## config.mk

```make
export PLATFORM = sky130hd
export DESIGN_NAME = fwperiph_dma_fifo_target_flat
export DESIGN_NICKNAME = d
export VERILOG_FILES = /design/src/rtl/fwperiph_dma_fifo_target_if.sv /design/src/rtl/fwperiph_dma_fifo_target.sv /design/src/flat_wrapper.sv
export SDC_FILE = /design/constraint.sdc
export NUM_CORES = 1
export LEC_CHECK = 0
export ABC_CLOCK_PERIOD_IN_PS = 7550
export CORE_MARGIN = 8
export CORE_UTILIZATION = 55
export CTS_CLUSTER_SIZE = 20
export DETAILED_ROUTE_END_ITERATION = 6
export DONT_BUFFER_PORTS = 1
export PLACE_DENSITY = 0.81
export SETUP_SLACK_MARGIN = 0.3
export SLEW_MARGIN = 20
export SYNTH_ARGS = -nofsm -noshare
export SYNTH_HDL_FRONTEND = slang
export SYNTH_SLANG_ARGS = --single-unit
```

## constraint.sdc

```tcl
create_clock -name clock -period 7.55 [get_ports clock]
set_clock_uncertainty 0.1 [all_clocks]
set_input_delay 0.755 -clock clock [delete_from_list [all_inputs] [get_ports clock]]
set_output_delay 0.755 -clock clock [all_outputs]
set_load 0.05 [all_outputs]
```

## src/rtl/fwperiph_dma_fifo_target_if.sv

```systemverilog
// Wishbone target bus bundle for the DMA-paced FIFO peripheral.
interface fwperiph_dma_fifo_target_if #(
  parameter int ADDR_WIDTH = 32,
  parameter int DATA_WIDTH = 32
);
  logic [ADDR_WIDTH-1:0]   t_adr;
  logic [DATA_WIDTH-1:0]   t_dat_w;
  logic [DATA_WIDTH-1:0]   t_dat_r;
  logic                    t_cyc;
  logic                    t_stb;
  logic                    t_we;
  logic [DATA_WIDTH/8-1:0] t_sel;
  logic                    t_ack;
  logic                    t_err;

  modport master (output t_adr, t_dat_w, t_cyc, t_stb, t_we, t_sel,
                  input  t_dat_r, t_ack, t_err);
  modport slave  (input  t_adr, t_dat_w, t_cyc, t_stb, t_we, t_sel,
                  output t_dat_r, t_ack, t_err);
endinterface

```

## src/rtl/fwperiph_dma_fifo_target.sv

```systemverilog
// Wishbone FIFO target with level-based DMA read/write requests and
// per-direction holdoff after each controller acknowledge.
module fwperiph_dma_fifo_target #(
  parameter int DEPTH      = 16,
  parameter int ADDR_WIDTH = 32,
  parameter int DATA_WIDTH = 32
) (
  input  logic                        clock,
  input  logic                        reset,
  fwperiph_dma_fifo_target_if.slave   wb,
  output logic                        rd_req_o,
  output logic                        wr_req_o,
  input  logic                        rd_ack_i,
  input  logic                        wr_ack_i
);
  localparam int AW = $clog2(DEPTH);
  localparam int CW = AW + 1;

  logic [DATA_WIDTH-1:0] mem [DEPTH];
  logic [AW-1:0] wptr, rptr;
  logic [CW-1:0] count, count_nxt;
  logic          ovf, udf, en, en_nxt;
  logic [7:0]    rd_th, wr_th, rd_th_nxt, wr_th_nxt;
  logic          rd_hold, wr_hold, rd_hold_nxt, wr_hold_nxt;
  logic          accept, is_data, full, empty, push, pop, data_err;
  logic          ctrl_wr, stat_wr;
  logic [1:0]    adr;
  logic [8:0]    cnt9, free9, rd_th_eff, wr_th_eff;
  logic [DATA_WIDTH-1:0] rdata;
  logic          unused;

  assign unused   = ^{wb.t_sel, wb.t_adr[ADDR_WIDTH-1:4], wb.t_adr[1:0]};
  assign adr      = wb.t_adr[3:2];
  assign accept   = wb.t_cyc & wb.t_stb & ~wb.t_ack & ~wb.t_err;
  assign is_data  = (adr == 2'd0);
  assign full     = (count == CW'(DEPTH));
  assign empty    = (count == '0);
  assign push     = accept &  wb.t_we & is_data & ~full;
  assign pop      = accept & ~wb.t_we & is_data & ~empty;
  assign data_err = accept & is_data & (wb.t_we ? full : empty);
  assign ctrl_wr  = accept & wb.t_we & (adr == 2'd2);
  assign stat_wr  = accept & wb.t_we & (adr == 2'd1);

  assign en_nxt    = ctrl_wr ? wb.t_dat_w[31]   : en;
  assign wr_th_nxt = ctrl_wr ? wb.t_dat_w[15:8] : wr_th;
  assign rd_th_nxt = ctrl_wr ? wb.t_dat_w[7:0]  : rd_th;

  always_comb begin
    count_nxt = count;
    if (push)     count_nxt = count + CW'(1);
    else if (pop) count_nxt = count - CW'(1);
  end

  // Ack wins over a same-edge access so the hold survives until the
  // access the controller is actually about to issue.
  always_comb begin
    rd_hold_nxt = rd_hold;
    wr_hold_nxt = wr_hold;
    if (accept & is_data & ~wb.t_we) rd_hold_nxt = 1'b0;
    if (accept & is_data &  wb.t_we) wr_hold_nxt = 1'b0;
    if (rd_ack_i) rd_hold_nxt = 1'b1;
    if (wr_ack_i) wr_hold_nxt = 1'b1;
    if (!en_nxt) begin
      rd_hold_nxt = 1'b0;
      wr_hold_nxt = 1'b0;
    end
  end

  // Threshold 0 behaves as 1; anything above DEPTH simply never matches.
  assign cnt9      = 9'(count_nxt);
  assign free9     = 9'(DEPTH) - cnt9;
  assign rd_th_eff = (rd_th_nxt == 8'd0) ? 9'd1 : {1'b0, rd_th_nxt};
  assign wr_th_eff = (wr_th_nxt == 8'd0) ? 9'd1 : {1'b0, wr_th_nxt};

  always_comb begin
    rdata = '0;
    case (adr)
      2'd0: rdata = empty ? '0 : mem[rptr];
      2'd1: rdata = DATA_WIDTH'({16'(count), 12'd0, ovf, udf, full, empty});
      2'd2: rdata = DATA_WIDTH'({en, 15'd0, wr_th, rd_th});
      default: rdata = '0;
    endcase
  end

  always_ff @(posedge clock or posedge reset) begin
    if (reset) begin
      wb.t_ack   <= 1'b0;
      wb.t_err   <= 1'b0;
      wb.t_dat_r <= '0;
      wptr       <= '0;
      rptr       <= '0;
      count      <= '0;
      ovf        <= 1'b0;
      udf        <= 1'b0;
      en         <= 1'b0;
      wr_th      <= 8'd1;
      rd_th      <= 8'd1;
      rd_hold    <= 1'b0;
      wr_hold    <= 1'b0;
      rd_req_o   <= 1'b0;
      wr_req_o   <= 1'b0;
    end else begin
      wb.t_ack <= accept & ~data_err;
      wb.t_err <= data_err;
      if (accept & ~wb.t_we) wb.t_dat_r <= rdata;
      if (push) wptr <= wptr + AW'(1);
      if (pop)  rptr <= rptr + AW'(1);
      count <= count_nxt;
      if (data_err & wb.t_we)          ovf <= 1'b1;
      else if (stat_wr & wb.t_dat_w[3]) ovf <= 1'b0;
      if (data_err & ~wb.t_we)         udf <= 1'b1;
      else if (stat_wr & wb.t_dat_w[2]) udf <= 1'b0;
      en       <= en_nxt;
      wr_th    <= wr_th_nxt;
      rd_th    <= rd_th_nxt;
      rd_hold  <= rd_hold_nxt;
      wr_hold  <= wr_hold_nxt;
      rd_req_o <= en_nxt & (cnt9 >= rd_th_eff) & ~rd_hold_nxt;
      wr_req_o <= en_nxt & (free9 >= wr_th_eff) & ~wr_hold_nxt;
    end
  end

  always_ff @(posedge clock) begin
    if (push) mem[wptr] <= wb.t_dat_w;
  end
endmodule

```

## src/flat_wrapper.sv

```systemverilog
// flat-port wrapper written by rule: the top's interface ports become plain ports
module fwperiph_dma_fifo_target_flat 
#(
  parameter int DEPTH      = 16,
  parameter int ADDR_WIDTH = 32,
  parameter int DATA_WIDTH = 32
)
  (clock, reset, rd_req_o, wr_req_o, rd_ack_i, wr_ack_i, wb_t_adr, wb_t_dat_w, wb_t_cyc, wb_t_stb, wb_t_we, wb_t_sel, wb_t_dat_r, wb_t_ack, wb_t_err);
  fwperiph_dma_fifo_target_if #(.ADDR_WIDTH(ADDR_WIDTH), .DATA_WIDTH(DATA_WIDTH)) wb_i ();
  input  logic clock;
  input  logic reset;
  output logic rd_req_o;
  output logic wr_req_o;
  input  logic rd_ack_i;
  input  logic wr_ack_i;
  input wire logic [$bits(wb_i.t_adr)-1:0] wb_t_adr;
  input wire logic [$bits(wb_i.t_dat_w)-1:0] wb_t_dat_w;
  input wire logic [$bits(wb_i.t_cyc)-1:0] wb_t_cyc;
  input wire logic [$bits(wb_i.t_stb)-1:0] wb_t_stb;
  input wire logic [$bits(wb_i.t_we)-1:0] wb_t_we;
  input wire logic [$bits(wb_i.t_sel)-1:0] wb_t_sel;
  output wire logic [$bits(wb_i.t_dat_r)-1:0] wb_t_dat_r;
  output wire logic [$bits(wb_i.t_ack)-1:0] wb_t_ack;
  output wire logic [$bits(wb_i.t_err)-1:0] wb_t_err;
  assign wb_i.t_adr = wb_t_adr;
  assign wb_i.t_dat_w = wb_t_dat_w;
  assign wb_i.t_cyc = wb_t_cyc;
  assign wb_i.t_stb = wb_t_stb;
  assign wb_i.t_we = wb_t_we;
  assign wb_i.t_sel = wb_t_sel;
  assign wb_t_dat_r = wb_i.t_dat_r;
  assign wb_t_ack = wb_i.t_ack;
  assign wb_t_err = wb_i.t_err;
  fwperiph_dma_fifo_target #(.DEPTH(DEPTH), .ADDR_WIDTH(ADDR_WIDTH), .DATA_WIDTH(DATA_WIDTH)) u_core (.clock(clock), .reset(reset), .wb(wb_i), .rd_req_o(rd_req_o), .wr_req_o(wr_req_o), .rd_ack_i(rd_ack_i), .wr_ack_i(wr_ack_i));
endmodule
```

==> flow_summary.yaml, run 1 <==
outcome:
  status: "finished, violations left"
  failed_checks: "design-rule violations"
routing:
  wl_per_cell_um: 30.1
  drt-initial-drc-count: 1726
  ant_nets: 0
  vias: 11500
  routed_wl_um: 52000
  remaining_drc_errors: 1
  via_per_inst: 6.65
  drtPass1Iterations: 7
timing:
  fin_crit_ns: 3.95
  max_freq_mhz: 253
  finalSetupViolCount: 0
  relSlewSlack_pct: 21.8
  hold_violations: 0
  fin_tns_setup_ns: 0
  worst_pin_slew_ns: 1.17
  grt_setup_unrepaired: "false"
  slew_viol_final: 0
  finalCritPeriodShare_pct: 52.4
die:
  die_area_sq_mm: 0.0482
  ios: 111
  fp.coreArea_sq_mm: 0.0408
  start_util_pct: 55.8
  num_rows: 74
  die_w_um: 219
  die_y_um: 219
finish:
  fillers: 2582
  final_cell_mix: "edfxtp_1 (512), mux4_2 (142), dfrtp_1 (65)"
  multiInputGateArea_sq_mm: 0.00538
  final_common_cell: "edfxtp_1"
  seq_area_sq_mm: 0.0171
  layout-drive-gt1-share_pct: 23.7
  diodes: 0
  final_net_count: 1244
  syn_to_final_growth_pct: 10.6
cts:
  clockBufferDepth: 3
  cts_tree: "built"
  cts_buffers: 53
  cts_setup_buffers: 0
  h-tree-depth: 2
  path_clk_slew_ns: 0.07
  clock-sinks: 582
  clkLatencyLatePin_ns: 0.57
  root_buffer: "clkbuf_16"
  hold_buffers: 0
  cts-resized-gates: 0
place:
  place.gp.congestion: 0.793
  io_buffer_count: 0
  hpwl_um: 27200
critical_path:
  worstSetupStartpointType: "flop"
  critPathMaxFanout: 12
  rrSetupSlack_ns: 3.60
  crit_type: "reg2reg"
  rr_endpoint: "u_core.wr_req_o$_DFF_PP0_"
  crit_path_top_delay_cell: "nor4b_4"
  worstPathArrival_ns: 4.32
  r2r_start: "u_core.count[0]$_DFF_PP0_"
  worstPathRequired_ns: 7.91
  critPathCaptureType: "flop"
  cp_slowest_stage_delay_ns: 0.67
  crit_chain: "inv_1, ha_1, and4bb_4, nor4b_4, a22oi_1, xnor2_1, or3_4, and2_1, ha_1, a21oi_1, o22ai_1, a22o_1, a32o_1"
  ff2ff_path_depth: 13
  path_common_cell: "ha_1"
yosys:
  synthArstFlopShare_pct: 12.0
  synth-seq-area-share_pct: 75.2
  synth_ff_type: "edfxtp_1"
  yosys_warnings: 0
  synth_cell_types: 55
  avgSynthCellArea_sq_um: 20.2
  syn-num-nets: 1220
  syn_area_sq_mm: 0.0228
  ys_ff_latch: 582
  synthCells: 1128
  synth_edf_count: 512
power_and_ir_drop:
  power.leakage_nw: 8.16
  power_density_mw_per_mm2: 314
  finalPower_mw: 7.90
  ir_drop_mv: 0.177
global_route:
  grt_max_degree: 76
  use_met3_pct: 4.73
  overflow: 0
  grt_use_total_pct: 21.7
  antenna_found_initial: 1
  grt.busiest_layer: "met2"
  use_met2_pct: 35.9
  grt_pass1_wl_um: 76500
  grt_util_met1_pct: 28.1
  grt_pass1_vias: 11800
run:
  drv_cap: 0
min_path:
  min_path_type: "in2async"
[critical path: cells and delay by family (launching register included)]
family                   cells  cell delay (ns)
flip-flops                   1             0.52
AND/OR/NAND/NOR              4             1.47
XOR/XNOR                     1             0.27
AO/OA/AOI/OAI                5             0.85
adder cells (fa/ha/maj)      2             0.56
buffers and inverters        1             0.08
[flip-flops by register name (all words and copies together), names as in the netlist]
register,count
u_core.mem,512
u_core.ovf,1
u_core.udf,1
u_core.rptr,4
u_core.count,5
u_core.wr_hold,1
u_core.rd_hold,1
u_core.wb.t_dat_r,32
u_core.wr_req_o,1
u_core.rd_req_o,1
u_core.rd_th,8
u_core.en,1
u_core.wb.t_ack,1
u_core.wptr,4
u_core.wb.t_err,1
u_core.wr_th,8
[cells by family (layout without fill, tap and decap cells)]
group	count (synthesis)	in the layout	synth area share (%)
flops	582	582	75.2
mux	153	153	14.5
compound gates	143	143	4.04
simple gates	137	137	3.21
buf+inv	83	151	1.53
fa+ha+maj	17	17	0.934
xor+xnor	13	13	0.500
[routing by layer]
metal  vias to the layer above  wire length, um
li1                       4655                -
met1                      5977            19000
met2                       736            25600
met3                       125             5520
met4                         2             1910
met5                         -               11
[worst max-delay path by stage]
stage                              startpoint  slack, ns                          to  cells after the start
floorplan                             wb_t_we       2.22  u_core.mem[0][0]$_DFFE_PP_                      5
global placement    u_core.count[0]$_DFF_PP0_       3.77   u_core.wr_req_o$_DFF_PP0_                     13
detailed placement  u_core.count[0]$_DFF_PP0_       3.68   u_core.wr_req_o$_DFF_PP0_                     13
CTS                 u_core.count[0]$_DFF_PP0_       3.64   u_core.wr_req_o$_DFF_PP0_                     13
global route        u_core.count[0]$_DFF_PP0_       3.37   u_core.wr_req_o$_DFF_PP0_                     13
finish              u_core.count[0]$_DFF_PP0_       3.60   u_core.wr_req_o$_DFF_PP0_                     13
[through the flow]
step / util, % / setup WS, ns / instances / hold WS, ns / cell area (sq um)
global route: 61.7 / 3.37 / 1728 / 0.142 / 25200
CTS: 61.6 / 3.64 / 1727 / 0.151 / 25200
floorplan: - / 2.22 / 1128 / 0.355 / 22800
detailed placement: 57.5 / 3.68 / 1628 / 0.393 / 23500
global placement: 57.5 / 3.77 / 1628 / 0.387 / 23500
finish: 61.7 / 3.60 / 1728 / 0.141 / 25200
[cell usage after synthesis (all sizes together), types with 3 or more instances]
library cell	number	area share, %
edfxtp	512	68
mux4	142	14
dfrtp	68	7.5
a21oi	63	1.4
nor2	42	0.69
nand2	39	0.64
a22oi	38	1.3
clkbuf	33	0.54
buf	28	0.62
inv	22	0.36
ha	17	0.93
a22o	11	0.42
nor3	11	0.24
o21ai	11	0.24
nor2b	10	0.27
xnor2	10	0.38
mux2i	8	0.35
and2	7	0.19
nor4	7	0.26
nand3	5	0.11
a221oi	3	0.12
a31oi	3	0.082
and3	3	0.082
mux2	3	0.15
xor2	3	0.12
[layout make-up]
cell class	instances	area share [%]
sequential	582	68.0
multi-input combinational	463	21.4
clock buffer	76	5.81
tap	532	2.64
timing repair buffer	30	0.989
clock inverter	23	0.815
inverter	22	0.333
[where the power goes]
part / switching (mW) / total (mW) / internal, mW
registers: 0.295 / 3.90 / 3.61
clock network: 1.14 / 2.60 / 1.46
logic: 0.678 / 1.40 / 0.720
Note: power is estimated with default switching activity, not from simulation.
==> run 2, diff against run 1 <==
ABC_CLOCK_PERIOD_IN_PS = 4050   (was 7550)
clock period = 4.05 ns   (was 7.55 ns; I/O delays follow)
==> run 2 against run 1 <==
  * The flow now finishes without violations
  * Register-to-register slack worse by 3.2 ns
  * First-iteration DRC count shrank 5.6%
  * Via count is 3.3% higher
  * Routed wire length increased by 4.3%
  * Final cell count is 3.5% higher
  * Combinational power is 100% higher
  * Critical path type unchanged
==> flow_summary.yaml, run 2 (synthesis gave the netlist of run 1 again) <==
routing:
  remaining_drc_errors: 0
  drt-initial-drc-count: 1630
  wl_per_cell_um: 30.3
  ant_nets: 0
  routed_wl_um: 54300
  drtPass1Iterations: 7
  vias: 11900
  via_per_inst: 6.64
critical_path:
  critPathMaxFanout: 10
  crit_path_start: "u_core.count[0]$_DFF_PP0_"
  critPathCaptureType: "flop"
  crit_path_top_delay_cell: "dfrtp_2"
  r2r_start: "u_core.count[0]$_DFF_PP0_"
  worstSetupStartpointType: "flop"
  worstPathArrival_ns: 3.99
  worstPathRequired_ns: 4.41
  crit_buf_inv: 2
  crit_type: "reg2reg"
  crit_family: "simple AND/OR/NAND/NOR gates"
  cp_slowest_stage_delay_ns: 0.46
  crit_chain: "inv_1, ha_1, and4bb_4, nor4b_4, buf_4, mux2_1, a21oi_1, or3_4, and2_1, ha_1, a21oi_1, o22ai_1, a22o_1, a32o_1"
power_and_ir_drop:
  seqPwrFrac_pct: 48.7
  power_density_mw_per_mm2: 578
  power.leakage_nw: 8.41
  p_comb_share_pct: 19.0
  p_int_mw: 10.8
  ir_drop_mv: 0.342
  finalPower_mw: 14.9
  sw_frac_of_total_pct: 27.4
  clockPowerShare_pct: 32.3
  p_sw_mw: 4.09
timing:
  relSlewSlack_pct: 35.6
  finalSetupViolCount: 0
  finalCritPeriodShare_pct: 89.6
  fin_tns_setup_ns: 0
  fin_crit_ns: 3.63
  hold_violations: 0
  grt_setup_unrepaired: "false"
  slew_viol_final: 0
  whs_ns: 0.0421
  layout_setup_ws_ns: 0.419
  worst_pin_slew_ns: 0.962
  max_freq_mhz: 275
global_route:
  grt_pass1_vias: 12100
  grt_max_degree: 55
  antenna_found_initial: 8
  grt_pass1_wl_um: 79600
  grt_use_total_pct: 22.6
  overflow: 0
finish:
  reg_top3: "u_core.mem: 512 flops, u_core.wb.t_dat_r: 32 flops"
  layout-drive-gt1-share_pct: 23.9
  syn_to_final_growth_pct: 13.4
  final_common_cell: "edfxtp_1"
  final_cell_mix: "edfxtp_1 (512), mux4_2 (142), dfrtp_1 (63)"
  final_net_count: 1299
  largest_reg_flops: 512
  finalInstanceArea_sq_mm: 0.0258
  regMostFlops: "u_core.mem"
die:
  fp.coreArea_sq_mm: 0.0408
  num_rows: 74
  start_util_pct: 55.8
  die_y_um: 219
  ios: 111
  die_area_sq_mm: 0.0482
  die_w_um: 219
outcome:
  status: "completed"
run:
  drv_cap: 0
cts:
  clock-sinks: 582
  cts_tree: "built"
  root_buffer: "clkbuf_16"
  cts_setup_buffers: 0
  path_clk_slew_ns: 0.06
  clkLatencyLatePin_ns: 0.57
  cts_buffers: 53
  h-tree-depth: 2
  clockBufferDepth: 3
place:
  place_area_sq_mm: 0.0237
  hpwl_um: 29900
  place.gp.congestion: 0.867
  io_buffer_count: 0
  dp_slack_ns: 0.434
min_path:
  min_from: "wb_t_adr[3]"
  min_path_type: "in2reg"
[run 2: changes by cell type in the layout (fill, tap and decap cells not counted), moves of 4 or more]
cell / previous run / this run
nor4_4: 1 / 5
buf_12: 0 / 7
dlygate4sd3_1: 0 / 40
buf_4: 28 / 38
inv_6: 5 / 1
clkinv_1: 8 / 12
diode_2: 0 / 6
[run 2: worst min-delay path: cells and delay by family]
family | cells | cell delay (ns)
AOI/OAI and AO/OA | 2 | 0.21
and+or+nand+nor | 1 | 0.04
[run 2: timing repair]
action,in CTS,in global routing
hold buffers,40,0
endpoints found under the hold margin,570,0
setup endpoints to repair,0,1
resized for setup,0,3
[run 2: final timing paths]
kind                                                      to  slack [ns]  cells after the start
max                                u_core.wr_req_o$_DFF_PP0_        0.42                     14
min                                   u_core.ovf$_DFFE_PP0P_        0.04                      3
max reg2reg                        u_core.wr_req_o$_DFF_PP0_        0.42                     14
min reg2reg                        u_core.wr_th[0]$_DFF_PP1_        0.41                      2
max in group asynchronous  u_core.wb.t_dat_r[10]$_DFFE_PP0P_        2.61                      3
min in group asynchronous  u_core.wb.t_dat_r[22]$_DFFE_PP0P_        0.31                      2
[run 2: final cells by class]
class | count | area, sq um
Antenna cell | 6 | 15.0
Clock buffer | 78 | 1520
Clock inverter | 21 | 149
Fill cell | 2497 | 15000
Inverter | 22 | 83.8
Multi-Input combinational cell | 463 | 5420
Sequential cell | 582 | 17100
Tap cell | 532 | 666
Timing Repair Buffer | 85 | 826
[run 2: stage by stage]
step | util (%) | cells
global placement | 58.1 | 1644
finish | 63.2 | 1789
detailed placement | 58.1 | 1644
global route | 63.2 | 1785
CTS | 63.2 | 1783
floorplan | - | 1128
[run 2: per-layer routing]
layer  track usage (%)  vias up  share of wire [%]
met5                 0        -              0.066
met4              9.23        6                3.9
met3              5.95      163                 11
met2              36.7      846                 49
met1              29.1     6081                 36
li1                  -     4776                  -
[run 2: power by group through the flow]
stage | Combinational [mW] | Sequential, mW | Clock [mW]
2_1_floorplan | 2.17 | 7.23 | 0
3_3_place_gp | 2.60 | 7.38 | 0
3_5_place_dp | 2.69 | 7.39 | 0
4_1_cts | 2.86 | 7.27 | 4.86
5_1_grt | 3.03 | 7.30 | 5.10
6_report | 2.84 | 7.27 | 4.83
